$ cat config.mk
export PLATFORM = sky130hd
export DESIGN_NAME = snn_spike_decoder_flat
export DESIGN_NICKNAME = d
export VERILOG_FILES = /design/src/rtl/snn_spike_decoder_pkg.sv /design/src/rtl/snn_spike_decoder_if.sv /design/src/rtl/snn_spike_decoder_sat_counter.sv /design/src/rtl/snn_spike_decoder.sv /design/src/flat_wrapper.sv
export SDC_FILE = /design/constraint.sdc
export NUM_CORES = 1
export LEC_CHECK = 0
export ABC_AREA = 1
export CORE_ASPECT_RATIO = 0.6
export CORE_MARGIN = 8
export CORE_UTILIZATION = 43
export DETAILED_ROUTE_END_ITERATION = 8
export MAX_ROUTING_LAYER = met4
export PLACE_DENSITY = 0.77
export SYNTH_ARGS = -nofsm -noshare
export SYNTH_HDL_FRONTEND = slang
export SYNTH_SLANG_ARGS = --single-unit
export TNS_END_PERCENT = 50
$ cat constraint.sdc
create_clock -name clk -period 1.7 [get_ports clk]
set_input_delay 0.51 -clock clk [delete_from_list [all_inputs] [get_ports clk]]
set_output_delay 0.51 -clock clk [all_outputs]
set_load 0.02 [all_outputs]
$ cat src/rtl/snn_spike_decoder_pkg.sv
// snn_pkg: shared FSM encoding and default timing constants for the spiking core blocks
package snn_pkg;
    typedef enum logic [1:0] {
        ST_IDLE   = 2'd0,
        ST_SETTLE = 2'd1,
        ST_COUNT  = 2'd2,
        ST_HOLD   = 2'd3
    } state_t;
    localparam int DEF_COUNT_WIDTH        = 8;
    localparam int DEF_SETTLE_CYCLES      = 4;
    localparam int DEF_WINDOW_CYCLES      = 100;
    localparam int DEF_DECISION_THRESHOLD = 3;
endpackage

$ cat src/rtl/snn_spike_decoder_if.sv
// snn_spike_decoder_if: control, spike input and result handshake bundle of the spike decoder
// master drives start/clear/spike_in/result_ready; slave drives busy/result_valid/result_bit/spike_count/overflow
interface snn_spike_decoder_if #(
    parameter int COUNT_WIDTH = snn_pkg::DEF_COUNT_WIDTH
);
    logic                   start;
    logic                   clear;
    logic                   spike_in;
    logic                   result_ready;
    logic                   busy;
    logic                   result_valid;
    logic                   result_bit;
    logic                   overflow;
    logic [COUNT_WIDTH-1:0] spike_count;
    modport master (
        output start, clear, spike_in, result_ready,
        input  busy, result_valid, result_bit, overflow, spike_count
    );
    modport slave (
        input  start, clear, spike_in, result_ready,
        output busy, result_valid, result_bit, overflow, spike_count
    );
endinterface

$ cat src/rtl/snn_spike_decoder_sat_counter.sv
// snn_sat_counter: saturating up-counter with sync clear, enable and sticky overflow flag
// clk/rst_n clock and async active-low reset; i_clear zeroes count and flag; i_en requests +1;
// o_count current value; o_next value after this edge; o_overflow set by an increment at saturation
module snn_sat_counter #(
    parameter int WIDTH = 8
) (
    input  logic             clk,
    input  logic             rst_n,
    input  logic             i_clear,
    input  logic             i_en,
    output logic [WIDTH-1:0] o_count,
    output logic [WIDTH-1:0] o_next,
    output logic             o_overflow
);
    logic [WIDTH-1:0] r_count;
    logic             r_overflow;
    logic             w_sat;
    assign w_sat      = &r_count;
    assign o_next     = (i_en && !w_sat) ? r_count + WIDTH'(1) : r_count;
    assign o_count    = r_count;
    assign o_overflow = r_overflow;
    always_ff @(posedge clk or negedge rst_n) begin
        if (!rst_n) begin
            r_count    <= '0;
            r_overflow <= 1'b0;
        end else if (i_clear) begin
            r_count    <= '0;
            r_overflow <= 1'b0;
        end else begin
            r_count    <= o_next;
            r_overflow <= r_overflow || (i_en && w_sat);
        end
    end
endmodule

$ cat src/rtl/snn_spike_decoder.sv
// snn_spike_decoder: counts core output spikes over a window after a settle period and offers a thresholded decision
// clk/rst_n clock and async active-low reset; bus carries start/clear/spike_in/result_ready in and
// busy/result_valid/result_bit/spike_count/overflow out
module snn_spike_decoder
    import snn_pkg::*;
#(
    parameter int SETTLE_CYCLES      = DEF_SETTLE_CYCLES,
    parameter int WINDOW_CYCLES      = DEF_WINDOW_CYCLES,
    parameter int COUNT_WIDTH        = DEF_COUNT_WIDTH,
    parameter int DECISION_THRESHOLD = DEF_DECISION_THRESHOLD
) (
    input logic                clk,
    input logic                rst_n,
    snn_spike_decoder_if.slave bus
);
    localparam int MAXC = (SETTLE_CYCLES > WINDOW_CYCLES) ? SETTLE_CYCLES : WINDOW_CYCLES;
    localparam int TW   = $clog2(MAXC + 1);
    localparam logic [TW-1:0] S_LOAD = TW'((SETTLE_CYCLES > 0) ? SETTLE_CYCLES - 1 : 0);
    localparam logic [TW-1:0] W_LOAD = TW'(WINDOW_CYCLES - 1);
    localparam logic [COUNT_WIDTH:0] TH = (COUNT_WIDTH + 1)'(DECISION_THRESHOLD);
    // a threshold beyond the counter's reach can never be met
    localparam bit TH_OK = longint'(DECISION_THRESHOLD) <= (longint'(1) << COUNT_WIDTH) - 1;
    state_t                 r_state;
    logic [TW-1:0]          r_cnt;
    logic                   r_result;
    logic                   w_start;
    logic                   w_en;
    logic                   w_hit;
    logic                   w_overflow;
    logic [COUNT_WIDTH-1:0] w_count;
    logic [COUNT_WIDTH-1:0] w_next;
    assign w_start = (r_state == ST_IDLE) && bus.start;
    assign w_en    = (r_state == ST_COUNT) && bus.spike_in;
    // decide on the post-edge count so a spike on the last window edge is included
    assign w_hit   = TH_OK && ({1'b0, w_next} >= TH);
    snn_sat_counter #(.WIDTH(COUNT_WIDTH)) u_count (
        .clk       (clk),
        .rst_n     (rst_n),
        .i_clear   (bus.clear || w_start),
        .i_en      (w_en),
        .o_count   (w_count),
        .o_next    (w_next),
        .o_overflow(w_overflow)
    );
    // r_cnt holds remaining edges minus one in the current phase
    always_ff @(posedge clk or negedge rst_n) begin
        if (!rst_n) begin
            r_state  <= ST_IDLE;
            r_cnt    <= '0;
            r_result <= 1'b0;
        end else if (bus.clear) begin
            r_state <= ST_IDLE;
            r_cnt   <= '0;
        end else begin
            case (r_state)
                ST_IDLE: if (bus.start) begin
                    r_state <= (SETTLE_CYCLES == 0) ? ST_COUNT : ST_SETTLE;
                    r_cnt   <= (SETTLE_CYCLES == 0) ? W_LOAD : S_LOAD;
                end
                ST_SETTLE: if (r_cnt == '0) begin
                    r_state <= ST_COUNT;
                    r_cnt   <= W_LOAD;
                end else r_cnt <= r_cnt - TW'(1);
                ST_COUNT: if (r_cnt == '0) begin
                    r_state  <= ST_HOLD;
                    r_result <= w_hit;
                end else r_cnt <= r_cnt - TW'(1);
                ST_HOLD: if (bus.result_ready) r_state <= ST_IDLE;
                default: r_state <= ST_IDLE;
            endcase
        end
    end
    assign bus.busy         = (r_state == ST_SETTLE) || (r_state == ST_COUNT);
    assign bus.result_valid = (r_state == ST_HOLD);
    assign bus.result_bit   = r_result;
    assign bus.spike_count  = w_count;
    assign bus.overflow     = w_overflow;
endmodule
$ cat src/flat_wrapper.sv
// flat-port wrapper written by rule: the top's interface ports become plain ports
module snn_spike_decoder_flat import snn_pkg::*;
#(
    parameter int SETTLE_CYCLES      = DEF_SETTLE_CYCLES,
    parameter int WINDOW_CYCLES      = DEF_WINDOW_CYCLES,
    parameter int COUNT_WIDTH        = DEF_COUNT_WIDTH,
    parameter int DECISION_THRESHOLD = DEF_DECISION_THRESHOLD
)
  (clk, rst_n, bus_start, bus_clear, bus_spike_in, bus_result_ready, bus_busy, bus_result_valid, bus_result_bit, bus_overflow, bus_spike_count);
  snn_spike_decoder_if #(.COUNT_WIDTH(COUNT_WIDTH)) bus_i ();
  input logic clk;
  input logic rst_n;
  input wire logic [$bits(bus_i.start)-1:0] bus_start;
  input wire logic [$bits(bus_i.clear)-1:0] bus_clear;
  input wire logic [$bits(bus_i.spike_in)-1:0] bus_spike_in;
  input wire logic [$bits(bus_i.result_ready)-1:0] bus_result_ready;
  output wire logic [$bits(bus_i.busy)-1:0] bus_busy;
  output wire logic [$bits(bus_i.result_valid)-1:0] bus_result_valid;
  output wire logic [$bits(bus_i.result_bit)-1:0] bus_result_bit;
  output wire logic [$bits(bus_i.overflow)-1:0] bus_overflow;
  output wire logic [$bits(bus_i.spike_count)-1:0] bus_spike_count;
  assign bus_i.start = bus_start;
  assign bus_i.clear = bus_clear;
  assign bus_i.spike_in = bus_spike_in;
  assign bus_i.result_ready = bus_result_ready;
  assign bus_busy = bus_i.busy;
  assign bus_result_valid = bus_i.result_valid;
  assign bus_result_bit = bus_i.result_bit;
  assign bus_overflow = bus_i.overflow;
  assign bus_spike_count = bus_i.spike_count;
  snn_spike_decoder #(.SETTLE_CYCLES(SETTLE_CYCLES), .WINDOW_CYCLES(WINDOW_CYCLES), .COUNT_WIDTH(COUNT_WIDTH), .DECISION_THRESHOLD(DECISION_THRESHOLD)) u_core (.clk(clk), .rst_n(rst_n), .bus(bus_i));
endmodule
# Word level (Yosys, flattened, before mapping)
# Cells that the tools add are included.
# Widths: inputs -> output; s select.
dict set report classes {
  addsub 2
  magnitude_cmp 1
  n_eq_ne 8
  mux 14
  bitwise_logic 1
  n_reduce_logical 15
}
# operator n
set op_table {}
lappend op_table {{$mux 7} 4}
lappend op_table {{$pmux 7 s3} 1}
lappend op_table {{$mux 8} 2}
lappend op_table {{$mux 2} 5}
lappend op_table {{$ne 3x3->1 const B} 3}
lappend op_table {{$add 8x1->8 const B} 1}
lappend op_table {{$ge 8x2->1 const B} 1}
lappend op_table {{$pmux 2 s4} 1}
lappend op_table {{$reduce_and 8->1} 1}
lappend op_table {{$logic_not 7->1} 1}
lappend op_table {{$sub 7x1->7 const B} 1}
lappend op_table {{$ne 3x2->1 const B} 2}
lappend op_table {{$reduce_and 3->1} 2}
lappend op_table {{$eq 2x2->1 const B} 2}
lappend op_table {{$logic_and 1x1->1} 4}
lappend op_table {{$reduce_and 4->1} 1}
lappend op_table {{$reduce_bool 4->1} 1}
lappend op_table {{$logic_or 1x1->1} 3}
lappend op_table {{$eq 2x1->1 const B} 1}
lappend op_table {{$logic_not 2->1} 1}
lappend op_table {{$logic_not 1->1} 1}
lappend op_table {{$mux 1} 1}
lappend op_table {{$not 1->1} 1}
dict set report totals {
  register_bits 19
  inputBits 6
  out_inout_bits 12
  word_cells 46
}

# Depth between registers and ports, before layout
dict set report logic_depth {
  ltp_word 5
  depth_mapped 11
}

# Hierarchy
# A second synthesis with hierarchy kept.
dict set report hier_totals {
  cells_unflattened 203
  area_unflattened_um2 1408.9
}
# module instances cells_each area_per_inst_um2 seq_area_each_um2
set modules_own_cells {}
lappend modules_own_cells {snn_spike_decoder 1 122 827.0 250.2}
lappend modules_own_cells {snn_sat_counter 1 81 581.8 225.2}

# Worst setup path before layout
# Ideal clock, no wire load.
dict set report synth_timing {
  path_kind {reg2reg}
  startpoint {register u_core.u_count.r_count[1], in the netlist u_core.u_count.o_count[1]}
  endpoint {register u_core.r_result, in the netlist u_core.bus.result_bit}
  setup_ns 0.123
  t_arrival_ns 1.567
  required_ns 1.577
  setup_slack_ns 0.010
  stages_incl_launch_ff 12
  synth_period_minus_slack_ns 1.690
  path_cell_list {dfrtp_1 -> ha_1 -> nand2_1 -> nor2_2 -> nand2_1 -> buf_2 -> nand3_1 -> nand2_1 -> nor2_1 -> nand2_1 -> nor2_1 -> a21oi_1}
}
dict set report synth_between {
  elab_chain_cells 5
  elab_cells_between_ends 6
  classes_between {add/sub (1); order compare (1); mux (1); reduce/logical (3)}
}
# item line_no
set synth_lines {}
lappend synth_lines {{from (decl)} snn_spike_decoder_sat_counter.sv:15} ;# logic [WIDTH-1:0] r_count;
lappend synth_lines {{from (signal assigned)} snn_spike_decoder_sat_counter.sv:30} ;# r_count <= o_next;
lappend synth_lines {{parallel branches: the longest is 3 deep, another holds $add 8x1->8} -}
lappend synth_lines {{$mux 8 *} snn_spike_decoder_sat_counter.sv:19} ;# assign o_next = (i_en && !w_sat) ? r_count + WIDTH'(1) : r_count;
lappend synth_lines {{$ge 8x2->1 *} snn_spike_decoder.sv:35} ;# assign w_hit = TH_OK && ({1'b0, w_next} >= TH);
lappend synth_lines {{to (signal assigned)} snn_spike_decoder.sv:66} ;# r_result <= w_hit;
lappend synth_lines {{to (decl)} snn_spike_decoder.sv:25} ;# logic r_result;
# Every way passes the cells marked *.
# A chain may end at the register's enable or synchronous reset.

# Worst setup path in the final report
dict set report layout_timing {
  startpoint {register u_core.r_state[0]}
  endpoint {output bus_result_valid}
}
dict set report layout_between {
  elab_chain_cells 1
}
# item line_no
set layout_lines {}
lappend layout_lines {{from (decl)} snn_spike_decoder.sv:23} ;# state_t r_state;
lappend layout_lines {{from (signal assigned)} snn_spike_decoder.sv:57} ;# r_state <= (SETTLE_CYCLES == 0) ? ST_COUNT : ST_SETTLE;
lappend layout_lines {{$eq 2x2->1} snn_spike_decoder.sv:74} ;# assign bus.result_valid = (r_state == ST_HOLD);
lappend layout_lines {{to (decl)} flat_wrapper.sv:18} ;# output wire logic [$bits(bus_i.result_valid)-1:0] bus_result_valid;
# No other way between the ends.

==> impl_summary.md <==
Final layout
The multi-input combinational cell area is slightly above 700 um^2. The utilization of the core after routing is between 60 and 70%. The combined flip-flop and latch cell area is roughly 480 um^2. The total of fill cells in the finished design is around 250. The total number of nets in the final design is ~240. The repair_antennas step left the layout with diodes totalling 0. Cells with a size suffix above 1 make up between 20% and 30% of the layout. Relative to the synthesized area, the layout overhead comes to 41.4%. The cell area after layout is ~1800 um^2.

STA
Setup slack closes at around 18 ps. Across the routed clock network, the largest skew measured is 6.75 ps. The post-layout minimum cycle time is between 1500 and 2000 ps. The final hold violation count came to 0. The worst slew margin relative to its limit is 76.4%. Setup repair after global routing could not meet its margin everywhere. For the pin with the worst max-slew slack, the measured transition is between 300 and 400 ps. The post-route fraction of the period consumed by the critical path is between 90% and 100%. Final hold analysis gives a worst-case slack of between 500 and 600 ps. The max-slew violation total from the final report came to 0.

For this run, the top clock speed supported by timing is around 590 MHz. Setup violations remaining at the end of the flow were counted as 0.

Global route
Across every metal layer, demand over resource in global routing totals 13.4%. After global routing the overflow that remains totals 0. The wire length of the first global-routing pass is a little over 5000 um. The pin count of the biggest net entering global routing is 20.

The number of global-route vias before repair was about 1100. The initial antenna violation count is 0.

Power
IR analysis of the VDD net gives a maximum drop of between 1 and 1.5 mV. The ratio of total power to cell area is between 1000 and 1500 nW/um^2. The analysis attributes to cell leakage a power of a little under 0.9 nW.

Setup path
The worst setup path is launched from a flop. The top cell family by delay on the critical path is flip-flops. Along the worst path, the maximum fanout reaches 3. The required arrival time at the worst endpoint is 1190 ps. The number of buffers and inverters on the critical path is 2. The worst setup path is captured at a primary output.

For this run, the slowest stage of the critical path takes around 390 ps. The type of the worst setup path is reg2out. On the critical path, the stage with the largest delay is an instance of dfrtp_1. The data arrival time at the worst-slack endpoint is roughly 1200 ps.

The critical path goes through buf_4, ha_1, buf_2.

Clock tree
TritonCTS created 3 clock buffers. The longest clock path from root to sink contains 2 buffers. The H-tree level count is 1.

TritonCTS built the clock tree. The tree is rooted in a clkbuf_8. Counting every sink on the clock net gives 19. After clock tree synthesis, the clock-pin slew on the worst setup and hold paths is about 70 ps.

In this run, post-CTS hold repair placed 0 buffers. The insertion delay to the later sink of the worst-skew pair is 260 ps.

Die
The die covers between 4000 and 5000 um^2. The effective utilization at floorplan is 44.0%. After floorplanning, the core was divided into 15 placement rows.

The die is about 58 um tall. The die outline width is between 80 and 90 um. The total area inside the core boundary comes to roughly 2800 um^2. 18 I/O pins were placed.

Detailed routing
The detailed-router iteration count before antenna repair is 4. The length of routed wiring on met1 is around 1700 um. Wire segments on met3 add up to about 270 um in the final route. Dividing the detail-routed via count by the number of cells gives 5.12.

The count of antenna-violating nets left after detailed routing is 0. The top metal layer carrying routed signals is met4. Detailed routing inserted a total of 1310 vias. After detailed routing, the average wire length per cell comes to ~13 um.

After the first detailed-routing iteration, the DRC count stood at 99. The final routed DRC violation total is 0. The final layout contains routed wiring with a total length of approximately 3400 um.

The length of routed met2 wiring is 1340 um.

Min path
The tightest min-delay check is of the reg2reg type.

Placed design
Routability-driven placement finished with a final weighted congestion of 0.929. Input and output buffers added on the ports amount to 17. Once placement finished, the instance area stood at approximately 1600 um^2. The pre-CTS setup slack is -185 ps. The detailed placer's ending HPWL is roughly 2400 um.

Flow run
The tool flagged a number of max-cap violations equal to 0.

Run status
The flow ran to the end, and the final reports show no timing, DRC or antenna violations.

Yosys
Yosys printed 0 warnings. The netlist area before placement is ~1200 um^2. Synthesis inferred 19 register bits. Sequential cells were found to cover between 30% and 40% of the synthesized design area. The net count after synthesis is approximately 190. Synthesis produced around 170 cells. The netlist uses 25 different library cells.

The synthesized area per cell is 7.13 um^2.
-- worst paths after layout --
check                                                     from                                   to  slack, ps  cells past startpoint
setup / recovery                 u_core.r_state[0]$_DFFE_PN0P_                     bus_result_valid         20                      3
hold / removal             u_core.u_count.o_overflow$_DFF_PN0_  u_core.u_count.o_overflow$_DFF_PN0_        500                      1
setup reg to reg                 u_core.r_state[0]$_DFFE_PN0P_    u_core.bus.result_bit$_DFFE_PN0P_         90                     10
hold reg to reg            u_core.u_count.o_overflow$_DFF_PN0_  u_core.u_count.o_overflow$_DFF_PN0_        500                      1
max in group asynchronous                                rst_n  u_core.u_count.o_count[1]$_DFF_PN0_        900                      2
min in group asynchronous                                rst_n          u_core.r_cnt[4]$_DFFE_PN0P_        580                      2
-- cells in the final DEF, fill, tap and decap left out, types with 2 or more instances in the layout --
master,count
nand3_1,16
clkbuf_8,3
ha_1,3
o21ai_1,4
nor3_1,3
buf_6,2
nand2_1,44
nor2_4,2
nand4_1,6
o22ai_1,2
buf_4,26
nor2_2,3
dfrtp_1,19
inv_2,2
clkdlybuf4s50_1,5
ha_4,3
a21oi_1,9
inv_1,19
buf_2,2
dlygate4sd2_1,10
nor2_1,18
o21ai_0,6
nand3_2,2
-- state kept, by name, indices dropped and copies added (netlist names) --
register,flops
u_core.u_count.o_count,8
u_core.r_state,2
u_core.bus.result_bit,1
u_core.u_count.o_overflow,1
u_core.r_cnt,7
-- logic make-up after synthesis --
family / count (synthesis) / share of synthesized area [%]
AOI/OAI and AO/OA: 25 / 11.2
xor gates and xnor gates: 1 / 0.706
adders and majority gates: 6 / 6.05
buffers and inverters: 25 / 8.27
DFF: 19 / 38.3
and+or+nand+nor: 98 / 35.4
-- layout make-up --
type	count	share of cell area (%)
timing repair inverter	1	0.428
inverter	23	5.35
multi-input combinational	130	41.2
sequential	19	27.1
timing repair buffer	45	20.8
tap	34	2.43
clock buffer	3	2.36
clock inverter	1	0.286
-- what timing repair did --
item                                    in CTS  in global routing
pin swaps                                    0                  4
gates cloned                                 0                  1
gates resized for setup                     18                 19
endpoints found under the setup margin      12                  8
buffers inserted                             0                  1
-- worst register-to-register path: cells and delay by family (launching register included) --
family / cells / cell delay, ps
and+or+nand+nor: 4 / 410
buffers and inverters: 4 / 510
AOI/OAI and AO/OA: 1 / 60
adders and majority gates: 1 / 160
DFF: 1 / 360
-- metal layers --
| metal | GRT usage, % | vias up |
|---|---|---|
| met4 | 3.71 | 0 |
| met5 | - | - |
| met3 | 3.86 | 5 |
| li1 | - | 668 |
| met2 | 16.7 | 59 |
| met1 | 19.7 | 578 |
-- cells in the mapped netlist --
| master | instances | area share, % |
|---|---|---|
| nand2_1 | 45 | 14 |
| inv_1 | 21 | 6.4 |
| nor2_1 | 20 | 6.1 |
| dfrtp_1 | 19 | 38 |
| nand3_1 | 16 | 6.5 |
| a21oi_1 | 9 | 3.6 |
| o21ai_0 | 7 | 2.8 |
| ha_1 | 6 | 6.1 |
| nand4_1 | 6 | 3.0 |
| nor3_1 | 4 | 1.6 |
| o21ai_1 | 3 | 1.2 |
| inv_2 | 2 | 0.61 |
| nand3_2 | 2 | 1.6 |
| nor2_2 | 2 | 1.0 |
| o22ai_1 | 2 | 1.0 |
| a21oi_2 | 1 | 0.71 |
| a31oi_1 | 1 | 0.50 |
| buf_2 | 1 | 0.40 |
| buf_6 | 1 | 0.91 |
| nand2_2 | 1 | 0.50 |
| nand3b_1 | 1 | 0.61 |
| nor2_4 | 1 | 0.91 |
| o21a_1 | 1 | 0.61 |
| o221ai_1 | 1 | 0.71 |
| xor2_1 | 1 | 0.71 |
-- per-stage QoR --
| step | instances | power (mW) | setup TNS, ps |
|---|---|---|---|
| final | 256 | 2.34 | 0 |
| after floorplan | 174 | 1.41 | 0 |
| after global routing | 256 | 2.52 | -24.4 |
| after detailed placement | 250 | 1.88 | -1230 |
| after CTS | 254 | 2.17 | 0 |
| after global placement | 250 | 1.85 | -862 |
-- power by group --
group	switching, mW	total (mW)	internal (mW)
combinational	0.782	1.39	0.607
clock	0.168	0.332	0.164
sequential	0.0733	0.618	0.545
No activity file was read; power rests on OpenSTA's default activity.
